<file path="src/rtl/alu_issue_writeback.sv">
// alu_issue_writeback
// Issue/writeback wrapper around an external combinational ALU.
//   - Input side: R-type instruction plus rs/rt values over in_valid/in_ready.
//   - E stage: decoded operation and operands, driving alu_operation/A/B.
//   - W stage: captures ALU result and flags, offered on wb_valid/wb_ready.
// Ports:
//   clk, reset                 clock, synchronous active-high reset
//   in_valid/in_ready          instruction handshake; instr, rs_data, rt_data
//   alu_operation/A/B          registered ALU inputs (E stage)
//   alu_result/carry/zero/sign combinational ALU outputs
//   wb_valid/wb_ready          writeback handshake; wb_we, wb_rd, wb_data,
//                              wb_flags {carry,zero,sign}, wb_illegal
//   instr_count                accepted instructions (wraps)
//   illegal_count              accepted illegal instructions (saturates)
module alu_issue_writeback #(
  parameter int ICNT_W = 32,
  parameter int ECNT_W = 16
) (
  input  logic              clk,
  input  logic              reset,
  input  logic              in_valid,
  output logic              in_ready,
  input  logic [31:0]       instr,
  input  logic [31:0]       rs_data,
  input  logic [31:0]       rt_data,
  output logic [5:0]        alu_operation,
  output logic [31:0]       alu_operandA,
  output logic [31:0]       alu_operandB,
  input  logic [31:0]       alu_result,
  input  logic              alu_carry,
  input  logic              alu_zero,
  input  logic              alu_sign,
  output logic              wb_valid,
  input  logic              wb_ready,
  output logic              wb_we,
  output logic [4:0]        wb_rd,
  output logic [31:0]       wb_data,
  output logic [2:0]        wb_flags,
  output logic              wb_illegal,
  output logic [ICNT_W-1:0] instr_count,
  output logic [ECNT_W-1:0] illegal_count
);

  localparam logic [ECNT_W-1:0] ECNT_MAX = {ECNT_W{1'b1}};
  localparam logic [ICNT_W-1:0] ICNT_ONE = {{(ICNT_W-1){1'b0}}, 1'b1};
  localparam logic [ECNT_W-1:0] ECNT_ONE = {{(ECNT_W-1){1'b0}}, 1'b1};

  // ready_en holds in_ready low during reset and for the first cycle after.
  logic        ready_en;
  logic        e_valid;
  logic        e_illegal;
  logic [4:0]  e_rd;

  logic        w_adv;
  logic        e_adv;
  logic        accept;

  logic        dec_illegal;
  logic [5:0]  dec_op;
  logic [31:0] dec_a;
  logic [31:0] dec_b;

  // Register specifiers are not needed: operand values arrive on rs/rt_data.
  logic unused_fields;
  assign unused_fields = ^instr[25:16];

  assign w_adv    = !wb_valid | wb_ready;
  assign e_adv    = e_valid & w_adv;
  assign in_ready = ready_en & (!e_valid | w_adv);
  assign accept   = in_valid & in_ready;

  // Decode funct into ALU op and operand selection; anything else is illegal.
  always_comb begin
    dec_illegal = 1'b1;
    dec_op      = 6'b000000;
    dec_a       = 32'd0;
    dec_b       = 32'd0;
    if (instr[31:26] == 6'b000000) begin
      case (instr[5:0])
        6'b100000, 6'b100001, 6'b100010, 6'b100011,
        6'b100100, 6'b100101, 6'b100110, 6'b100111,
        6'b101010, 6'b101011: begin
          dec_illegal = 1'b0;
          dec_op      = instr[5:0];
          dec_a       = rs_data;
          dec_b       = rt_data;
        end
        6'b000000, 6'b000010, 6'b000011: begin
          dec_illegal = 1'b0;
          dec_op      = instr[5:0];
          dec_a       = rt_data;
          dec_b       = {27'd0, instr[10:6]};
        end
        // Variable shifts reuse the immediate-shift ALU codes: low two funct
        // bits map 100->00, 110->10, 111->11.
        6'b000100, 6'b000110, 6'b000111: begin
          dec_illegal = 1'b0;
          dec_op      = {4'b0000, instr[1:0]};
          dec_a       = rt_data;
          dec_b       = {27'd0, rs_data[4:0]};
        end
        default: begin
          dec_illegal = 1'b1;
        end
      endcase
    end else begin
      dec_illegal = 1'b1;
    end
  end

  // E and W pipeline registers with valid/ready advance.
  always_ff @(posedge clk) begin
    if (reset) begin
      ready_en      <= 1'b0;
      e_valid       <= 1'b0;
      e_illegal     <= 1'b0;
      e_rd          <= 5'd0;
      alu_operation <= 6'd0;
      alu_operandA  <= 32'd0;
      alu_operandB  <= 32'd0;
      wb_valid      <= 1'b0;
      wb_we         <= 1'b0;
      wb_rd         <= 5'd0;
      wb_data       <= 32'd0;
      wb_flags      <= 3'd0;
      wb_illegal    <= 1'b0;
    end else begin
      ready_en <= 1'b1;

      // A new accept overwrites E directly, so no bubble on back-to-back.
      if (accept) begin
        e_valid       <= 1'b1;
        e_illegal     <= dec_illegal;
        e_rd          <= dec_illegal ? 5'd0 : instr[15:11];
        alu_operation <= dec_op;
        alu_operandA  <= dec_a;
        alu_operandB  <= dec_b;
      end else if (e_adv) begin
        e_valid <= 1'b0;
      end

      if (w_adv) begin
        wb_valid <= e_valid;
        if (e_valid) begin
          wb_illegal <= e_illegal;
          wb_rd      <= e_rd;
          wb_we      <= !e_illegal && (e_rd != 5'd0);
          wb_data    <= e_illegal ? 32'd0 : alu_result;
          wb_flags   <= e_illegal ? 3'd0 : {alu_carry, alu_zero, alu_sign};
        end
      end
    end
  end

  // Statistics counters, stepped on accept.
  always_ff @(posedge clk) begin
    if (reset) begin
      instr_count   <= {ICNT_W{1'b0}};
      illegal_count <= {ECNT_W{1'b0}};
    end else if (accept) begin
      instr_count <= instr_count + ICNT_ONE;
      if (dec_illegal && (illegal_count != ECNT_MAX)) begin
        illegal_count <= illegal_count + ECNT_ONE;
      end
    end
  end

endmodule

</file>
<file path="config.mk">
export PLATFORM = sky130hd
export DESIGN_NAME = alu_issue_writeback
export DESIGN_NICKNAME = d
export VERILOG_FILES = /design/src/rtl/alu_issue_writeback.sv
export SDC_FILE = /design/constraint.sdc
export NUM_CORES = 1
export LEC_CHECK = 0
export CORE_MARGIN = 2
export CORE_UTILIZATION = 39
export CTS_CLUSTER_SIZE = 20
export DETAILED_ROUTE_END_ITERATION = 8
export MAX_ROUTING_LAYER = met4
export PLACE_DENSITY_LB_ADDON = 0.08
export SKIP_LAST_GASP = 1
export SYNTH_ARGS = -nofsm -noshare
export SYNTH_HDL_FRONTEND = slang
export SYNTH_SLANG_ARGS = --single-unit
</file>
<file path="constraint.sdc">
create_clock -name clk -period 2.15 [get_ports clk]
set_clock_uncertainty 0.2 [all_clocks]
set_input_delay 0.43 -clock clk [delete_from_list [all_inputs] [get_ports clk]]
set_output_delay 0.43 -clock clk [all_outputs]
set_load 0.1 [all_outputs]
</file>
### After elaboration in Yosys (flattened, before gate mapping)

Index checks and enable logic that the tools add are counted.

| storage, ports and cells | value |
|---|---|
| bits in registers | 169 |

| cells by class | value |
|---|---|
| add/subtract/negate cells | 2 |
| reduce and logical (&&, ||, !) cells | 17 |
| mux-type cells | 14 |
| equal/unequal tests | 16 |
| bitwise logic cells | 5 |

Operators with widths:

| kind | number |
|---|---|
| 32-bit 2-to-1 mux | 3 |
| 32-bit one-hot mux with 3 select lines | 1 |
| 32-bit one-hot mux with 2 select lines | 1 |
| 6-bit equality test (second input constant) | 10 |
| 32-bit by 1-bit adder with 32-bit output (second input constant) | 1 |
| 6-bit by 3-bit equality test with 1-bit output (second input constant) | 3 |
| 16-bit by 1-bit adder with 16-bit output (second input constant) | 1 |
| 16-bit inequality test (second input constant) | 1 |
| 16-bit OR reduction | 1 |
| 13-bit OR reduction | 1 |
| 6-bit by 2-bit equality test with 1-bit output (second input constant) | 2 |
| 6-bit logical NOT | 2 |
| 6-bit one-hot mux with 2 select lines | 1 |
| 10-bit OR reduction | 1 |
| 6-bit 2-to-1 mux | 1 |
| 3-bit OR reduction | 2 |
| 6-bit OR reduction | 1 |
| 1-bit 2-to-1 mux | 5 |
| 5-bit 2-to-1 mux | 1 |
| 5-bit nonzero test | 1 |
| 2-bit AND reduction | 2 |
| 1-bit bitwise AND | 3 |
| 1-bit logical NOT | 3 |
| 3-bit 2-to-1 mux | 1 |
| 3 further kinds | 5 |

### Depth between registers and ports, before layout

| logic depth | value |
|---|---|
| depth after elaboration | 6 |
| mapped depth | 8 |

### Worst setup path after synthesis

Ideal clock, no wire load.

| timing | value |
|---|---|
| path kind | register to register |
| start point | reg illegal_count[2] |
| end point | reg illegal_count[2] |
| slack | -0.633 ns |
| arrival time | 2.462 ns |
| stages on the path, launching flop included | 7 |
| path buffers | 1 |
| path through | dfxtp_1 > and4_1 > buf_2 > nand4_1 > or3_1 > nand3_1 > mux2_2 |

| between the ends | value |
|---|---|
| word-level cells in the longest chain between the ends | 3 |
| elaborated cells on any way between the ends | 4 |

RTL lines:

| element | RTL line | RTL |
|---|---|---|
| start: declaration | 41 | `output logic [ECNT_W-1:0] illegal_count` |
| start signal: assignment | 159 | `illegal_count <= {ECNT_W{1'b0}};` |
| start signal: assignment | 163 | `illegal_count <= illegal_count + ECNT_ONE;` |
| parallel branches: the longest is 3 deep, another holds 16-bit by 1-bit adder with 16-bit output | - |  |

Several ways; the timed one is not identified.
A chain may end at the register's enable or synchronous reset.

### Worst setup path after layout

| timing | value |
|---|---|
| start point | in instr[2] |
| end point | reg alu_operandA[27] |

| between the ends | value |
|---|---|
| word-level cells in the longest chain between the ends | 4 |
| elaborated cells on any way between the ends | 20 |

RTL lines:

| element | RTL line | RTL |
|---|---|---|
| start: declaration | 23 | `input logic [31:0] instr,` |
| 6-bit equality test (tied with other cells) | 79 | `case (instr[5:0])` |
| 10-bit OR reduction or 6-bit OR reduction (tied branches) | - |  |
| 32-bit one-hot mux with 2 select lines (*) | 79 |  |
| 32-bit 2-to-1 mux (*) | 78 | `if (instr[31:26] == 6'b000000) begin` |
| end signal: assignment | 119 | `alu_operandA <= 32'd0;` |
| end signal: assignment | 136 | `alu_operandA <= dec_a;` |
| end: declaration | 27 | `output logic [31:0] alu_operandA,` |

Every way passes the cells marked *; elsewhere a longest branch is shown, timed or not.

==> results_tabular.tex <==
\begin{tabular}{lr}
\hline
Metric & Value \\
\hline
\multicolumn{2}{l}{\textbf{Status}} \\
Outcome & finished clean \\
\multicolumn{2}{l}{\textbf{Floorplanning}} \\
Starting utilization of the core area & 39.7\% \\
Area of the core region & 17900 sq um \\
I/O pin cnt & 297 \\
Die ar. & 19300 sq um \\
Die W & 139 um \\
Floorplan row count & 49 \\
Die span in y & 139 um \\
\multicolumn{2}{l}{\textbf{Placement}} \\
Weighted congestion at the end of routability-driven global placement & 0.788 \\
PortBufs & 286 \\
Post-detailed-placement half-perimeter wirelength & 15800 um \\
\multicolumn{2}{l}{\textbf{STA}} \\
Worst hold margin & 0.142 ns \\
Slew Limit Fails & 0 \\
Slew @ Worst Pin & 0.409 ns \\
Setup violators final & 0 \\
Setup repair after global routing missed its margin & true \\
Worst slew slack as a fraction of its limit & 72.8\% \\
Minimum period implied by the final worst setup slack & 2.11 ns \\
Peak clock frequency supported by timing & 474 MHz \\
Number of failing hold endpoints at the final stage & 0 \\
Final clock period utilization by the worst path & 98.1\% \\
\multicolumn{2}{l}{\textbf{Detailed routing}} \\
Remaining routing DRC violations & 0 \\
Vias per cell & 5.26 \\
Final routed wire length divided by cell count & 16.8 um \\
First-pass iteration count of the detailed router & 4 \\
Number of vias after detailed routing & 6995 \\
Number of nets with antenna violations after detailed routing & 0 \\
Total detailed-routing wirelength & 22300 um \\
First DRT Iteration DRCs & 368 \\
\multicolumn{2}{l}{\textbf{Synthesis}} \\
Net count after synthesis & 925 \\
Syn Inst Count & 788 \\
Most used flip-flop cell after synthesis & dfxtp\_1 \\
Number of different library cells in the post-synthesis netlist & 48 \\
Sequential element share of the synthesized area & 47.6\% \\
Mean post-synth cell area & 9.02 sq um \\
Area contributors post-synth & dfxtp\_1 48\%, nor2\_1 7.9\%, a22oi\_1 7.5\% \\
Number of enable-type register cells in the synthesized netlist & 0 \\
FF+latch count, synth & 169 \\
Post-synth top area share & 47.6\% \\
Post-synth top cells & 169 x dfxtp\_1, 150 x nor2\_1, 71 x a22oi\_1 \\
Most frequent cell after synthesis & dfxtp\_1 \\
Number of warning messages in the yosys log & 0 \\
Post-synth design cell area & 7110 sq um \\
Biggest area consumer among synthesized cells & dfxtp\_1 \\
Proportion of synthesized flip-flops having asynchronous set or reset & 0\% \\
\multicolumn{2}{l}{\textbf{Global route}} \\
Pin count of the biggest net entering global routing & 74 \\
First-pass GRT wire length & 34800 um \\
Via count of the first global-routing pass & 6629 \\
Total global routing overflow & 0 \\
Global routing usage summed across all routing layers & 23.0\% \\
Number of antenna violations at the first check in global routing & 1 \\
\multicolumn{2}{l}{\textbf{Setup path}} \\
Critical path start-end classification & input port to register \\
Critical path peak fanout & 7 \\
Startpoint of the worst register-to-register path & wb\_valid \\
Slack of the worst reg-to-reg path & 0.08 ns \\
Type of destination of the critical path & register \\
Reg-to-reg endpoint & illegal\_count[10] \\
Crit path launch type & input port \\
Worst endpoint data arrival time & 2.27 ns \\
Data required time at the worst endpoint & 2.31 ns \\
Path depth of the worst reg2reg path & 7 \\
\multicolumn{2}{l}{\textbf{Clock network}} \\
Root buffer cell & clkbuf\_16 \\
Clock tree from TritonCTS & yes \\
CTS HTree Levels & 4 \\
Max Buffers Root-to-Sink & 2 \\
CTS buffer count & 17 \\
Clock sink count & 169 \\
Clock-pin slew reported for the worst setup and hold paths after clock tree synthesis & 0.07 ns \\
Clock network latency to the later pin of the worst-skew pair & 0.43 ns \\
\multicolumn{2}{l}{\textbf{Cells and area}} \\
Area overhead of the layout relative to synthesis & 62.5\% \\
Filler instances & 1508 \\
Utilization after layout & 64.5\% \\
Fraction of final layout cells with drive strength greater than 1 & 30.5\% \\
Number of nets in the layout & 1224 \\
\multicolumn{2}{l}{\textbf{Hold path}} \\
Startpoint of the worst hold path & reset \\
Min-Delay Path Depth & 2 \\
Hold crit path type & input port to register \\
End of the worst hold path & illegal\_count[3] \\
\multicolumn{2}{l}{\textbf{Power}} \\
Cell Pwr Density & 615 nW/um\^{}2 \\
Leak Pwr & 4.55 nW \\
Max VDD drop & 0.575 mV \\
\multicolumn{2}{l}{\textbf{Run}} \\
Max cap viols & 0 \\
\hline
\end{tabular}
## cells by family (layout without fill, tap and decap cells)
kind of cell	count (synthesis)	in the layout	synth area share, %
compound gates	198	198	19.5
flops	169	169	47.6
other cells	0	1	0
fa+ha+maj	2	2	0.352
xor+xnor	23	23	2.83
buf+inv	79	391	5.41
mux	15	15	2.43
simple gates	302	302	21.9
## worst max path at each step
stage	from	end	cells past startpoint
6_report	instr[2]	alu_operandA[27]	8
5_1_grt	wb_valid	illegal_count[7]	7
4_1_cts	e_valid	in_ready	4
3_5_place_dp	instr[0]	illegal_count[14]	7
3_3_place_gp	instr[0]	illegal_count[11]	8
2_1_floorplan	illegal_count[2]	illegal_count[2]	6
## worst max-delay path, stage by stage
cell	delay (ns)
clkdlybuf4s50_1	0.43
nand2b_4	0.16
a2111oi_4	0.38
buf_4	0.20
and3_4	0.31
clkbuf_16	0.19
a22oi_1	0.06
nor2_1	0.10
## cell type report
| type | count | area, sq um | share of cell area (%) |
|---|---|---|---|
| repair buffers | 347 | 3660 | 31.7 |
| flip-flops and latches | 169 | 3490 | 30.2 |
| multi-input cells | 540 | 3460 | 29.9 |
| clock buffers | 21 | 492 | 4.26 |
| well taps | 229 | 287 | 2.48 |
| clock inverters | 11 | 109 | 0.942 |
| inverters | 12 | 45.0 | 0.390 |
| diodes | 1 | 2.50 | 0.0217 |
## flip-flops by register name, indices dropped and copies added (netlist names), 3 cells and up
| name | flops |
|---|---|
| instr_count | 32 |
| alu_operandA | 32 |
| alu_operation | 6 |
| illegal_count | 16 |
| wb_rd | 5 |
| alu_operandB | 32 |
| e_rd | 5 |
| wb_flags | 3 |
| wb_data | 32 |
## cell usage in the layout (no fill, tap or decap), drive strengths merged, types with 4 or more instances in the layout
master         instances
or3                    7
xnor2                 19
clkinv                 4
or4                    8
mux2                   9
dfxtp                169
nor2                 150
and4                   8
a22o                  37
a22oi                 71
inv                   15
mux2i                  6
o21ai                  9
nor4                  12
buf                  221
nor2b                  5
xor2                   4
nor3                  11
clkbuf                23
dlymetal6s2s           5
o31ai                  6
nand3                 21
and2                   6
a21o                   4
nand2                 16
clkdlybuf4s50        114
a21oi                 60
and3                   6
nor3b                 37
nand4                  8
dlygate4sd2            4
## through the flow
stage,setup slack [ns],cells,power [mW],TNS [ns],area [sq um]
final,0.0401,1330,7.10,0,11500
after global routing,-0.00823,1330,7.34,-0.00823,11500
after CTS,-0.00859,1326,7.16,-0.0113,11400
after detailed placement,-0.566,1291,4.07,-47.36,10700
after global placement,-0.523,1291,4.07,-46.02,10700
after floorplan,-0.0586,788,3.65,-0.0586,7220
## metal layers
layer	track usage (%)	up-vias	wire length, um
met2	37.9	218	10900
li1	-	3440	-
met4	8.03	0	528
met1	28.0	3300	9620
met3	4.87	37	1270
met5	-	-	0
## report_power, final
part	switching, mW	total, mW	internal (mW)
clock network	1.32	3.08	1.77
registers	0.0189	3.15	3.14
logic	0.473	0.863	0.390
## what timing repair did
action / in CTS / in global routing
buffers inserted: 1 / 1
setup endpoints to repair: 75 / 80
cloned: 2 / 2
gates resized for setup: 20 / 14
hold buffers: 0 / 0
pin swaps: 5 / 14
Power figures use the tool's default switching activity.
==> patch 1: new RTL, same flow settings <==
Register the output `instr_count` once more, cleared by the reset; this adds one clock of latency there. The other outputs are not delayed to match.
--- a/src/rtl/alu_issue_writeback.sv
+++ b/src/rtl/alu_issue_writeback.sv
@@ -46,2 +46,4 @@
   localparam logic [ECNT_W-1:0] ECNT_ONE = {{(ECNT_W-1){1'b0}}, 1'b1};
+
+  logic [ICNT_W-1:0] instr_count_s0;
 
@@ -157,6 +159,6 @@
     if (reset) begin
-      instr_count   <= {ICNT_W{1'b0}};
+      instr_count_s0 <= {ICNT_W{1'b0}};
       illegal_count <= {ECNT_W{1'b0}};
     end else if (accept) begin
-      instr_count <= instr_count + ICNT_ONE;
+      instr_count_s0 <= instr_count_s0 + ICNT_ONE;
       if (dec_illegal && (illegal_count != ECNT_MAX)) begin
@@ -167,2 +169,10 @@
 
+  always_ff @(posedge clk) begin
+    if (reset) begin
+      instr_count <= '0;
+    end else begin
+      instr_count <= instr_count_s0;
+    end
+  end
+
 endmodule
Formal check against the unedited RTL: not equivalent (a bounded check fails within 4 cycles, from zero or initial values and one cycle with reset high).
==> patch 1 against the unedited design <==
  * Routed wire length is 4.0% higher
  * Sequential cell count is 32 higher
  * First-iteration DRC count is 3.0% higher
  * Worst setup slack better by 34 ps
  * Final area is 4.0% higher
  * Power is 22% higher
  * Synthesized cell count is 7.6% higher
  * Area after synthesis is 11% higher
  * Fmax is 1.6% higher
==> patch 1: results <==
{
  "crit_arrival_ps": 2300,
  "worst-path-max-fanout": 5,
  "fin_nets": 1281,
  "drive_gt1_frac": 0.257,
  "drtIter0Drc": 379,
  "place_area_um2": 11100,
  "htreeDepth": 1,
  "holdPathEnd": "alu_operation[1]$_SDFFE_PP0P_",
  "insertion_delay_ps": 490,
  "cts_buffers": 22,
  "vias": 7280,
  "antenna_found_initial": 2,
  "synth_common_cells": "dfxtp_1 (201), nor2_1 (157), a22oi_1 (71)",
  "outcome": "completed",
  "max_slew.worst_pin.slew_ps": 611,
  "grt_pass1_vias": 7002,
  "firstDrtPassIters": 5,
  "clockBufferDepth": 3,
  "met1_length_mm": 9.81,
  "reg2reg_to": "illegal_count[13]$_SDFFE_PP0P_",
  "synth-seq-area-share": 0.511,
  "grt_start_max_net_pins": 58,
  "hpwl_mm": 16.3,
  "yosys.cell_types.count": 56,
  "routedWlPerCell_um": 16.3,
  "gr-usage-all-layers": 0.216,
  "p_leak_nw": 4.89,
  "wl_met3_mm": 1.52,
  "synthTopCellsByArea": "dfxtp_1 (51%), nor2_1 (7.5%), a22oi_1 (6.8%), a22o_1 (3.6%), a21oi_1 (3.5%)",
  "grt_pass1_wl_mm": 37.1,
  "place.gp.congestion": 0.786,
  "crit_family": "simple AND/OR/NAND/NOR gates"
}
patch 1: cells by family after synthesis:
logic type | share of synthesized area
compound gates | 0.172
xor+xnor | 0.0278
fa+ha+maj | 0.00318
buf+inv | 0.0376
flops | 0.511
mux | 0.0210
simple gates | 0.228
patch 1: cell type report:
cell class                      instances  area (µm²)  share of cell area
Antenna cell                            2        5.00            0.000417
Clock buffer                           35         691              0.0575
Clock inverter                          5         100             0.00834
Inverter                                6        22.5             0.00188
Multi-Input combinational cell        577        3630               0.302
Sequential cell                       201        4080               0.340
Tap cell                              265         332              0.0276
Timing Repair Buffer                  336        3150               0.263
patch 1: metal layers:
metal,vias up,global-route usage
li1,3613,-
met1,3392,0.263
met2,241,0.363
met3,34,0.0463
met4,0,0.0617
met5,-,-
patch 1: worst max-delay path by stage:
stage / slack, ps / to / depth (start not counted)
2_1_floorplan: -40 / illegal_count[9]$_SDFFE_PP0P_ / 6
3_3_place_gp: -580 / illegal_count[13]$_SDFFE_PP0P_ / 7
3_5_place_dp: -600 / illegal_count[13]$_SDFFE_PP0P_ / 7
6_report: 70 / illegal_count[13]$_SDFFE_PP0P_ / 7
4_1_cts: -0.4 / illegal_count[13]$_SDFFE_PP0P_ / 7
5_1_grt: 1 / instr_count_s0[31]$_SDFFE_PP0P_ / 5
patch 1: where the power goes:
part           total (mW)  internal, mW  leakage, nW  switching (mW)
logic               0.850         0.373         2.87           0.477
registers            3.76          3.74         1.64          0.0190
clock network        4.03          2.56        0.390            1.47
patch 1: what timing repair did:
| action | in CTS | in global routing |
|---|---|---|
| gates resized for setup | 7 | 14 |
| setup buffers | 0 | 2 |
| pin swaps | 3 | 5 |
| setup endpoints to repair | 11 | 15 |
patch 1: stage by stage:
stage                     instances  hold WS [ps]  TNS, ps
after floorplan                 848           240    -36.0
after global placement         1383           261   -45410
final                          1427           105        0
after global routing           1427           121        0
after CTS                      1423          95.5   -0.380
after detailed placement       1383           275   -47000
==> patch 2: new RTL, same settings <==
Without the edit above. The parameter `ECNT_W` goes from 16 to 12.
--- a/src/rtl/alu_issue_writeback.sv
+++ b/src/rtl/alu_issue_writeback.sv
@@ -16,3 +16,3 @@
   parameter int ICNT_W = 32,
-  parameter int ECNT_W = 16
+  parameter int ECNT_W = 12
 ) (
Interface: changed (resized illegal_count); port bits go from 297 to 293. The function was not compared with the original's and may differ.
==> patch 2 against the unedited design <==
  * Area after synthesis shrank 3.9%
  * Final area decreased by 2.4%
  * Routed wire length decreased by 3.1%
  * Power decreased by 0.71%
  * Critical endpoint is now in_ready
  * Combinational power decreased by 2.4%
  * First-iteration DRC count shrank 7.1%
  * Worst setup slack improved by 18 ps
  * Die area shrank 3.8%
  * Synthesized cell count down 4.1%
  * Sequential power decreased by 3%
  * Sequential cell count down 4
  * Final cell count down 2.3%
  * Worst hold slack improved by 97 ps
==> patch 2: results <==
{
  "outcome": "completed",
  "gr-usage-all-layers": 0.234,
  "synthTopCellsByArea": "dfxtp_1 (48%), nor2_1 (9.0%), a22oi_1 (7.8%), a22o_1 (4.1%), nor3b_1 (4.0%)",
  "syn_inst": 756,
  "fin_nets": 1199,
  "routedWlPerCell_um": 16.6,
  "drive_gt1_frac": 0.301,
  "fin_cells": 1300,
  "synth_common_cells": "dfxtp_1 (165), nor2_1 (163), a22oi_1 (71)",
  "grt_start_max_net_pins": 43,
  "yosys.cell_types.count": 50,
  "synth_mux_area_frac": 0.0214,
  "crit_arrival_ps": 1460,
  "place_area_um2": 10500,
  "ir_worst_vdd_uv": 542,
  "antenna_cells": 0,
  "grt_pass1_vias": 6436,
  "n_fill_cell": 1418,
  "synth-seq-area-share": 0.484,
  "place.gp.congestion": 0.789,
  "placement.io_buffers": 282,
  "synth_compound_area_frac": 0.180,
  "synthAdderAreaFrac": 0.00366,
  "crit_path_max_incr_delay_ps": 480,
  "drtIter0Drc": 342
}
==> patch 2: final cells by class <==
class,count,area [µm²],area share
repair buffers,347,3590,0.319
flip-flops and latches,165,3430,0.304
multi-input cells,524,3320,0.295
clock buffers,22,495,0.0440
well taps,225,282,0.0250
clock inverters,10,119,0.0105
inverters,7,26.3,0.00233
==> patch 2: path summary, 6_finish.rpt <==
check | start | to | slack [ps]
worst min-delay path | reset | instr_count[10]$_SDFFE_PP0P_ | 240
worst min register to register | e_valid$_SDFFE_PP0P_ | wb_valid$_SDFFE_PP0N_ | 280
worst max register to register | illegal_count[1]$_SDFFE_PP0P_ | illegal_count[10]$_SDFFE_PP0P_ | 70
worst max-delay path | wb_ready | in_ready | 60
==> patch 2: kinds of logic after synthesis <==
family	after synthesis
AOI/OAI and AO/OA	171
xor gates and xnor gates	33
adders and majority gates	2
buffers and inverters	67
DFF	165
muxes	14
and+or+nand+nor	304
==> patch 2: worst max-delay path: cells and delay by family <==
family,cells,cell delay (ps)
buf+inv,2,670
simple gates,2,360
==> patch 2: stage by stage <==
stage	power (mW)	hold slack [ps]	worst slack, ps
2_1_floorplan	3.57	237	-182
3_3_place_gp	3.98	266	-423
3_5_place_dp	3.98	273	-461
4_1_cts	7.12	227	22.9
5_1_grt	7.29	259	-14.5
6_report	7.05	239	58.0
==> patch 2: what timing repair did <==
action                                  4_1_cts  5_1_grt
gates cloned                                  2        1
hold endpoints to repair                      0        0
endpoints found under the setup margin       31       51
pin swaps                                     2        4
resized for setup                             6        7
buffers inserted                              5        3
==> patch 2: where the power goes <==
group          total, mW  internal (mW)  switching, mW  leakage [nW]
registers           3.07           3.05         0.0189          1.36
clock network       3.14           1.88           1.26         0.302
logic              0.842          0.376          0.466          2.86
==> patch 2: layer usage <==
layer | wire length [µm] | global-route usage | vias to the layer above | part of all wire
met5 | 0 | - | - | 0
met4 | 339 | 0.0747 | 0 | 0.016
met3 | 1650 | 0.0600 | 26 | 0.076
met2 | 10700 | 0.395 | 241 | 0.49
met1 | 8960 | 0.273 | 3160 | 0.41
li1 | - | - | 3312 | -
